`src/rtl/csa_word_seq_if.sv`:
```
// Valid/ready operand and result bundle for csa_word_seq.
// CSA_WORD_SEQ_SUB_EN adds the per-operation subtract select 'sub'.
interface csa_word_seq_if #(
  parameter int NBYTES = 4
) ();
  logic                  in_valid;
  logic                  in_ready;
  logic [8*NBYTES-1:0]   a;
  logic [8*NBYTES-1:0]   b;
  logic                  out_valid;
  logic                  out_ready;
  logic [8*NBYTES-1:0]   sum;
  logic                  carry;
  logic                  busy;
`ifdef CSA_WORD_SEQ_SUB_EN
  logic                  sub;

  modport master (output in_valid, a, b, sub, out_ready,
                  input  in_ready, out_valid, sum, carry, busy);
  modport slave  (input  in_valid, a, b, sub, out_ready,
                  output in_ready, out_valid, sum, carry, busy);
`else
  modport master (output in_valid, a, b, out_ready,
                  input  in_ready, out_valid, sum, carry, busy);
  modport slave  (input  in_valid, a, b, out_ready,
                  output in_ready, out_valid, sum, carry, busy);
`endif
endinterface

```
`src/rtl/csa_word_seq.sv`:
```
// Byte-serial wide adder: one shared 8-bit carry-select slice, NBYTES cycles per word.
// Optional CSA_WORD_SEQ_SUB_EN adds A-B via inverted B bytes and carry-in of 1.
module csa_word_seq #(
  parameter int NBYTES = 4
) (
  input  logic          clk,
  input  logic          rst_n,
  csa_word_seq_if.slave bus
);
  localparam int W  = 8 * NBYTES;
  localparam int IW = $clog2(NBYTES);
  localparam logic [IW-1:0] LAST_IDX = IW'(NBYTES - 1);

  typedef enum logic [1:0] {
    IDLE = 2'd0,
    ADD  = 2'd1,
    DONE = 2'd2
  } state_t;

  // Low nibble ripples with cin; high nibble is precomputed for both carries and selected.
  function automatic logic [8:0] csel_add8(input logic [7:0] x, input logic [7:0] y,
                                           input logic ci);
    logic [4:0] lo;
    logic [4:0] hi0;
    logic [4:0] hi1;
    logic [4:0] hi;
    lo  = {1'b0, x[3:0]} + {1'b0, y[3:0]} + {4'b0000, ci};
    hi0 = {1'b0, x[7:4]} + {1'b0, y[7:4]};
    hi1 = {1'b0, x[7:4]} + {1'b0, y[7:4]} + 5'd1;
    hi  = lo[4] ? hi1 : hi0;
    return {hi, lo[3:0]};
  endfunction

  state_t          state_q, state_d;
  logic [IW-1:0]   idx_q, idx_d;
  logic            carry_reg_q, carry_reg_d;
  logic [W-1:0]    a_q, a_d;
  logic [W-1:0]    b_q, b_d;
  logic [W-1:0]    sum_q, sum_d;
  logic            carry_q, carry_d;
  logic            in_ready_q, in_ready_d;
  logic            out_valid_q, out_valid_d;
  logic            busy_q, busy_d;
  logic            sub_q, sub_d;
  logic [7:0]      a_byte_s;
  logic [7:0]      b_byte_s;
  logic [8:0]      slice_s;

  // Byte slice for the current index.
  always_comb begin
    a_byte_s = a_q[{idx_q, 3'b000} +: 8];
    b_byte_s = b_q[{idx_q, 3'b000} +: 8] ^ {8{sub_q}};
    slice_s  = csel_add8(a_byte_s, b_byte_s, carry_reg_q);
  end

  // Next-state and datapath updates.
  always_comb begin
    state_d     = state_q;
    idx_d       = idx_q;
    carry_reg_d = carry_reg_q;
    a_d         = a_q;
    b_d         = b_q;
    sum_d       = sum_q;
    carry_d     = carry_q;
    sub_d       = sub_q;
    case (state_q)
      IDLE: begin
        if (bus.in_valid) begin
          state_d = ADD;
          a_d     = bus.a;
          b_d     = bus.b;
          sum_d   = '0;
          carry_d = 1'b0;
          idx_d   = '0;
`ifdef CSA_WORD_SEQ_SUB_EN
          sub_d       = bus.sub;
          carry_reg_d = bus.sub;
`else
          sub_d       = 1'b0;
          carry_reg_d = 1'b0;
`endif
        end else begin
          state_d = IDLE;
        end
      end
      ADD: begin
        sum_d[{idx_q, 3'b000} +: 8] = slice_s[7:0];
        carry_reg_d = slice_s[8];
        idx_d       = idx_q + IW'(1);
        if (idx_q == LAST_IDX) begin
          carry_d = slice_s[8];
          state_d = DONE;
        end else begin
          state_d = ADD;
        end
      end
      DONE: begin
        if (bus.out_ready) begin
          state_d = IDLE;
        end else begin
          state_d = DONE;
        end
      end
      default: state_d = IDLE;
    endcase
    in_ready_d  = (state_d == IDLE);
    out_valid_d = (state_d == DONE);
    busy_d      = (state_d != IDLE);
  end

  // State and datapath registers.
  always_ff @(posedge clk or negedge rst_n) begin
    if (!rst_n) begin
      state_q     <= IDLE;
      idx_q       <= '0;
      carry_reg_q <= 1'b0;
      a_q         <= '0;
      b_q         <= '0;
      sum_q       <= '0;
      carry_q     <= 1'b0;
      sub_q       <= 1'b0;
      in_ready_q  <= 1'b1;
      out_valid_q <= 1'b0;
      busy_q      <= 1'b0;
    end else begin
      state_q     <= state_d;
      idx_q       <= idx_d;
      carry_reg_q <= carry_reg_d;
      a_q         <= a_d;
      b_q         <= b_d;
      sum_q       <= sum_d;
      carry_q     <= carry_d;
      sub_q       <= sub_d;
      in_ready_q  <= in_ready_d;
      out_valid_q <= out_valid_d;
      busy_q      <= busy_d;
    end
  end

  assign bus.in_ready  = in_ready_q;
  assign bus.out_valid = out_valid_q;
  assign bus.busy      = busy_q;
  assign bus.sum       = sum_q;
  assign bus.carry     = carry_q;
endmodule

```
`src/flat_wrapper.sv`:
```
// flat-port wrapper written by rule: the top's interface ports become plain ports
module csa_word_seq_flat 
#(
  parameter int NBYTES = 4
)
  (clk, rst_n, bus_in_valid, bus_a, bus_b, bus_out_ready, bus_in_ready, bus_out_valid, bus_sum, bus_carry, bus_busy);
  csa_word_seq_if #(.NBYTES(NBYTES)) bus_i ();
  input  logic clk;
  input  logic rst_n;
  input wire logic [$bits(bus_i.in_valid)-1:0] bus_in_valid;
  input wire logic [$bits(bus_i.a)-1:0] bus_a;
  input wire logic [$bits(bus_i.b)-1:0] bus_b;
  input wire logic [$bits(bus_i.out_ready)-1:0] bus_out_ready;
  output wire logic [$bits(bus_i.in_ready)-1:0] bus_in_ready;
  output wire logic [$bits(bus_i.out_valid)-1:0] bus_out_valid;
  output wire logic [$bits(bus_i.sum)-1:0] bus_sum;
  output wire logic [$bits(bus_i.carry)-1:0] bus_carry;
  output wire logic [$bits(bus_i.busy)-1:0] bus_busy;
  assign bus_i.in_valid = bus_in_valid;
  assign bus_i.a = bus_a;
  assign bus_i.b = bus_b;
  assign bus_i.out_ready = bus_out_ready;
  assign bus_in_ready = bus_i.in_ready;
  assign bus_out_valid = bus_i.out_valid;
  assign bus_sum = bus_i.sum;
  assign bus_carry = bus_i.carry;
  assign bus_busy = bus_i.busy;
  csa_word_seq #(.NBYTES(NBYTES)) u_core (.clk(clk), .rst_n(rst_n), .bus(bus_i));
endmodule
```
`config.mk`:
```
export PLATFORM = sky130hd
export DESIGN_NAME = csa_word_seq_flat
export DESIGN_NICKNAME = d
export VERILOG_FILES = /design/src/rtl/csa_word_seq_if.sv /design/src/rtl/csa_word_seq.sv /design/src/flat_wrapper.sv
export SDC_FILE = /design/constraint.sdc
export NUM_CORES = 1
export LEC_CHECK = 0
export CAP_MARGIN = 30
export CELL_PAD_IN_SITES_DETAIL_PLACEMENT = 0
export CELL_PAD_IN_SITES_GLOBAL_PLACEMENT = 1
export CORE_MARGIN = 2
export CORE_UTILIZATION = 40
export CTS_CLUSTER_DIAMETER = 30
export DETAILED_ROUTE_END_ITERATION = 8
export GPL_TIMING_DRIVEN = 0
export PLACE_DENSITY_LB_ADDON = 0.1
export SETUP_SLACK_MARGIN = 0.4
export SYNTH_ARGS = -nofsm -noshare
export SYNTH_HDL_FRONTEND = slang
export SYNTH_SLANG_ARGS = --single-unit
```
`constraint.sdc`:
```
create_clock -name clk -period 7.25 [get_ports clk]
set_input_delay 1.0875 -clock clk [delete_from_list [all_inputs] [get_ports clk]]
set_output_delay 1.0875 -clock clk [all_outputs]
set_load 0.01 [all_outputs]
```
==> results of run 1 <==
==> Yosys cell counts, types with 2 or more instances <==
cell type | number | area [um^2]
mux2_1 | 4 | 45.0
o211ai_1 | 2 | 15.0
a22o_1 | 21 | 184
nand3_1 | 13 | 65.1
fa_1 | 3 | 60.1
clkbuf_1 | 5 | 18.8
nor2_1 | 5 | 18.8
buf_2 | 9 | 45.0
buf_1 | 2 | 7.51
mux2_2 | 60 | 676
a21oi_1 | 5 | 25.0
nand2_1 | 21 | 78.8
o2111ai_1 | 8 | 70.1
a32oi_1 | 2 | 17.5
xnor2_1 | 5 | 43.8
o21ai_0 | 12 | 60.1
dfrtp_1 | 104 | 2600
ha_1 | 12 | 150
and3_1 | 3 | 18.8
inv_1 | 10 | 37.5
a21o_1 | 6 | 45.0
nand2b_1 | 5 | 31.3
mux4_2 | 16 | 360
nor3_2 | 2 | 20.0
==> per-layer routing <==
layer | track usage | up-vias | routed length [um]
li1 | - | 1538 | -
met4 | 0.0561 | 0 | 138
met5 | 0 | - | 0
met3 | 0.0312 | 10 | 397
met2 | 0.310 | 83 | 5600
met1 | 0.244 | 1630 | 4930
==> worst min-delay path, delay by kind of cell (launching register included) <==
| kind | cells | cell delay (ns) |
|---|---|---|
| AO/OA/AOI/OAI | 1 | 0.06 |
| AND/OR/NAND/NOR | 1 | 0.04 |
| flip-flops | 1 | 0.34 |
==> through the flow <==
step	instances	instance area (um^2)	hold WS [ns]	power (uW)	utilization
floorplan	352	4870	0.453	2370	-
global placement	602	6080	0.460	2970	0.508
detailed placement	603	6100	0.474	3030	0.510
CTS	619	6390	0.488	3510	0.534
global route	619	6390	0.508	3770	0.534
finish	619	6390	0.480	3480	0.534
==> sequential cells by signal, summed over array words and instances (netlist names) <==
signal,count
u_core.a_q,32
u_core.b_q,32
u_core.bus.busy,1
u_core.bus.carry,1
u_core.bus.in_ready,1
u_core.bus.out_valid,1
u_core.bus.sum,32
u_core.carry_reg_q,1
u_core.idx_q,2
u_core.state_q,2
==> cell type report <==
type | instances | area, um^2 | area share
clock inverter | 4 | 53.8 | 0.00842
buffer | 17 | 82.6 | 0.0129
clock buffer | 12 | 236 | 0.0370
sequential | 105 | 2630 | 0.411
tap | 147 | 184 | 0.0288
timing repair buffer | 104 | 1050 | 0.164
inverter | 10 | 37.5 | 0.00587
multi-input combinational | 220 | 2120 | 0.332
==> logic make-up (layout without fill, tap and decap cells) <==
kind of cell | after synthesis | in the layout
adders and majority gates | 15 | 15
AOI/OAI and AO/OA | 61 | 61
xor gates and xnor gates | 6 | 6
muxes | 81 | 81
and+or+nand+nor | 57 | 57
DFF | 105 | 105
buffers and inverters | 27 | 147
==> where the power goes <==
| part | leakage (uW) | switching, uW | internal, uW | total (uW) |
|---|---|---|---|---|
| logic | 0.00125 | 1120 | 895 | 2010 |
| clock network | 0.000133 | 211 | 269 | 480 |
| registers | 0.00130 | 131 | 853 | 984 |
| total | 0.00268 | 1460 | 2020 | 3480 |
==> worst max-delay path by stage <==
stage                     from                  to  slack (ns)
5_1_grt        u_core.idx_q[1]  u_core.carry_reg_q        3.11
4_1_cts        u_core.idx_q[1]  u_core.carry_reg_q        3.25
6_report       u_core.idx_q[1]  u_core.carry_reg_q        3.28
3_3_place_gp             rst_n      u_core.a_q[11]        1.17
2_1_floorplan  u_core.idx_q[0]  u_core.carry_reg_q        3.89
3_5_place_dp   u_core.idx_q[1]  u_core.carry_reg_q        3.26
==> run metrics, run 1 <==
outcome completed; Slew @ Worst Pin roughly 0.93 ns; crit-path most repeated cell ha_1; class of the worst hold path register to register; fillcell total 1070; First DRT Iteration DRCs between 100 and 150; Worst Path Required ~7.5 ns; number of synthesized flops with an enable pin 0; syn_nets about 440; max_cap viols 0; mux contribution to synthesized area 0.224; clock root buffer clkbuf_16; pre-CTS setup slack 3.26 ns; total CTS buffers 9; GR Util All Layers 0.184; Clock Sinks roughly 110; CP max stage cell buf_1; chip height ~110 um; Initial Util 0.407; Setup CP Type register to register; chip width between 100 and 150 um; Syn. warnings 0; most frequent cells in the layout dfrtp_1, clkdlybuf4s50_1, mux2_2, nand2_1, a22o_1; core area about 12000 um^2; Hold Path Cell Cnt 2; Area Overhead vs Synth 31.3%; initial antenna violation count 0; # resized after CTS 0; PwrDens between 500 and 600 nW/um^2; Fmax achieved 0.252 GHz; hold-critical path endpoint u_core.bus.sum[1]; crit path cell chain clkbuf_1 -> buf_1 -> mux4_2 -> ha_1 -> fa_1 -> ha_1 -> inv_1 -> a2111o_1 -> or4_1 -> nand3_1; Clock Tree Buf Depth 2; CP startpoint kind register; RSZ-0062 raised after global routing no; crit path capture type register; 1st-pass router iterations 4; Synth Flop Type dfrtp_1; final setup TNS 0 ns; Clk Latency, worst-skew pair around 0.35 ns; H-tree Lvls 3; io pins around 100; post-synthesis xor/xnor area fraction 0.0108; DP HPWL around 8.4 mm; Yosys cell types ~40; hold-fix buffer count after cts 0; Hold Startpoint u_core.bus.sum[1]; worst path buffer plus inverter count 3; DRC viols 0; worst reg-to-reg setup slack between 3 and 4 ns; Final setup viols 0; Die Area 13100 um^2; share of cells above drive strength 1 0.231; FF-to-FF Start u_core.idx_q[1]; Mapped Cells between 300 and 400; RD Place Congestion between 0.7 and 0.8; Post-CTS Setup Inserts 0; first-pass GRT wire length around 18 mm; largest net degree at the start of global routing 62; Clock Pin Slew Worst Setup and Hold Paths roughly 0.070 ns; final worst clock skew between 0.009 and 0.01 ns; slew margin rel. 0.375; Stages on worst setup path 10; Slew Viols, Final 0; Post-Synth Simple-Gate Area 0.0609; fin nets 550; asr flop ratio synth 1.00; compound-gate portion of the synthesized area 0.0961; Syn Area/Cell roughly 14 um^2; Overflow after GRT 0; DRT Wirelength 11.1 mm; worst reg2reg path depth 10; Antenna diodes 0; Rows 40; Final Hold Fails 0; via count between 3000 and 4000; vias in the first global route between 3000 and 4000; Vias/cell ~5.3; post-synthesis adder-cell area fraction 0.0432; TritonCTS clock tree done; most common cell after layout, fill and taps aside dfrtp_1; IR drop worst, VDD between 200 and 300 uV; Mapped Area between 4000 and 5000 um^2; CP arrival roughly 4.3 ns; port bufs 103; CP max FO 10; Reg-to-Reg End u_core.carry_reg_q; main combinational cell family by area after synthesis multiplexers; delay-heaviest family, CP buffers and inverters; part of the cycle the worst path needs 0.547; post-synthesis sequential area ratio 0.540; drt wl/cell about 18 um; fin worst setup slack 3.28 ns; Leak about 0.0027 uW; Crit path largest cell delay 0.60 ns; Final min period between 3 and 4 ns; Yosys reg bits about 110; post-route ant nets 0
(Power assumes the default switching activity.)
==> run 2: changes to the inputs <==
Clock period 7.25 ns to 4 ns, I/O delays scaled along.
==> run metrics, run 2 (synthesis gave the netlist of run 1 again) <==
1st-pass router iterations 5; port bufs between 100 and 150; most common cell after layout, fill and taps aside dfrtp_1; chip width 114 um; Slew Viols, Final 0; PwrDens between 900 and 1000 nW/um^2; Area Overhead vs Synth 31.5%; fin nets 550; Final min period about 3.5 ns; total CTS buffers 9; CP max FO 10; multi-input logic area 2120 um^2; FF-to-FF Start u_core.idx_q[0]; Overflow after GRT 0; core area about 12000 um^2; RSZ-0062 raised after global routing yes; share of cells above drive strength 1 0.237; Clock Pin Slew Worst Setup and Hold Paths roughly 0.070 ns; fillcell total between 1000 and 1500; part of the cycle the worst path needs 0.877; Net Sw Frac 0.420; post-layout util 0.535; DRC viols 0; Seq pwr share 0.283; H-tree Lvls 3; IR drop worst, VDD roughly 500 uV; DRT Wirelength 11.1 mm; Reg-to-Reg End u_core.carry_reg_q; largest net degree at the start of global routing 62; RD Place Congestion slightly below 0.8; max_cap viols 0; io pins approximately 100; final worst clock skew slightly below 0.01 ns; Vias/cell approximately 5.3; Slew @ Worst Pin a little over 0.9 ns; TritonCTS clock tree done; Rows 40; crit-path most repeated cell ha_1; first-pass GRT wire length roughly 18 mm; DP HPWL around 8.4 mm; Clock Sinks around 110; Setup CP Type register to register; CP arrival 3.79 ns; Clock Tree Buf Depth 2; Fin Hold WS ~0.32 ns; chip height roughly 110 um; clock share of power 0.138; Fmax achieved approximately 0.29 GHz; initial antenna violation count 0; via count around 3300; worst reg-to-reg setup slack slightly below 0.5 ns; most frequent cells in the layout dfrtp_1, clkdlybuf4s50_1, mux2_2, nand2_1, a22o_1; Final Hold Fails 0; GR Util All Layers 0.184; Leak about 0.0027 uW; worst reg2reg path depth 10; First DRT Iteration DRCs about 180; class of the worst hold path input pin to asynchronous set/reset pin; outcome completed; combinational power share 0.579; vias in the first global route about 3500; CP startpoint kind register; Crit path largest cell delay approximately 0.58 ns; drt wl/cell between 15 and 20 um; Clk Latency, worst-skew pair between 0.3 and 0.4 ns; slew margin rel. 0.379; Antenna diodes 0; FF/Latch Area about 2600 um^2; fin worst setup slack 0.492 ns; post-route ant nets 0; Worst Path Required ~4.3 ns; CP max stage cell mux4_2; Initial Util 0.407; Final setup viols 0; pre-CTS setup slack approximately 0.014 ns; Post-CTS Setup Inserts 0; internal power approximately 3700 uW; clock root buffer clkbuf_16; net switching power about 2700 uW; crit path cell chain buf_2 -> clkbuf_4 -> mux4_2 -> ha_1 -> fa_1 -> ha_1 -> inv_1 -> a2111o_1 -> or4_1 -> nand3_1; Die Area roughly 13000 um^2; crit path capture type register
==> run 2: cell types whose count changed in the layout (fill, tap and decap cells not counted), sizes merged <==
cell and delta:
buf -2, clkbuf +2
==> run 2: power by group through the flow <==
stage,Sequential [uW],Clock [uW],Combinational [uW]
after global placement,1790,0,3590
after floorplan,1790,0,2500
after global routing,1850,941,4050
final,1780,873,3660
after detailed placement,1810,0,3670
after CTS,1790,893,3680
==> run 2: stage by stage <==
stage                     std cells  area, um^2  total power [uW]  TNS, ns
after floorplan                 352        4870              4290        0
after global placement          602        6080              5390  -164.77
after detailed placement        603        6100              5480        0
after CTS                       619        6390              6360        0
after global routing            619        6400              6840        0
final                           619        6400              6310        0
==> run 2: timing repair <==
action                     4_1_cts  5_1_grt
gates resized for setup          6        2
hold endpoints to repair         0        0
setup endpoints to repair       10        9
pin swaps                        0        0
hold buffers                     0        0
==> run 2: layout make-up <==
type | count | area share
Tap cell | 147 | 0.0287
Timing Repair Buffer | 104 | 0.164
Sequential cell | 105 | 0.411
Clock inverter | 4 | 0.00841
Inverter | 10 | 0.00587
Buffer | 17 | 0.0143
Clock buffer | 12 | 0.0370
Multi-Input combinational cell | 220 | 0.331
==> run 2: worst max-delay path, delay by kind of cell (launching register included) <==
kind	cells	cell delay, ns
flops	1	0.37
fa+ha+maj	3	0.99
mux	1	0.58
buf+inv	3	0.58
compound gates	1	0.35
simple gates	2	0.56
==> run 2: worst max path at each step <==
stage	from	to	slack [ns]	cells past startpoint
floorplan	u_core.idx_q[0]	u_core.carry_reg_q	0.64	10
global placement	rst_n	u_core.a_q[11]	-1.59	1
detailed placement	u_core.idx_q[1]	u_core.carry_reg_q	0.01	10
CTS	u_core.idx_q[0]	u_core.carry_reg_q	0.41	10
global route	u_core.idx_q[0]	u_core.bus.sum[29]	0.34	10
finish	u_core.idx_q[0]	u_core.carry_reg_q	0.49	10
==> run 2: metal layers <==
| metal | GRT usage | vias up | part of all wire |
|---|---|---|---|
| met5 | 0 | - | 0 |
| met4 | 0.0561 | 0 | 0.012 |
| met3 | 0.0312 | 10 | 0.037 |
| met2 | 0.311 | 85 | 0.50 |
| met1 | 0.243 | 1635 | 0.45 |
| li1 | - | 1536 | - |
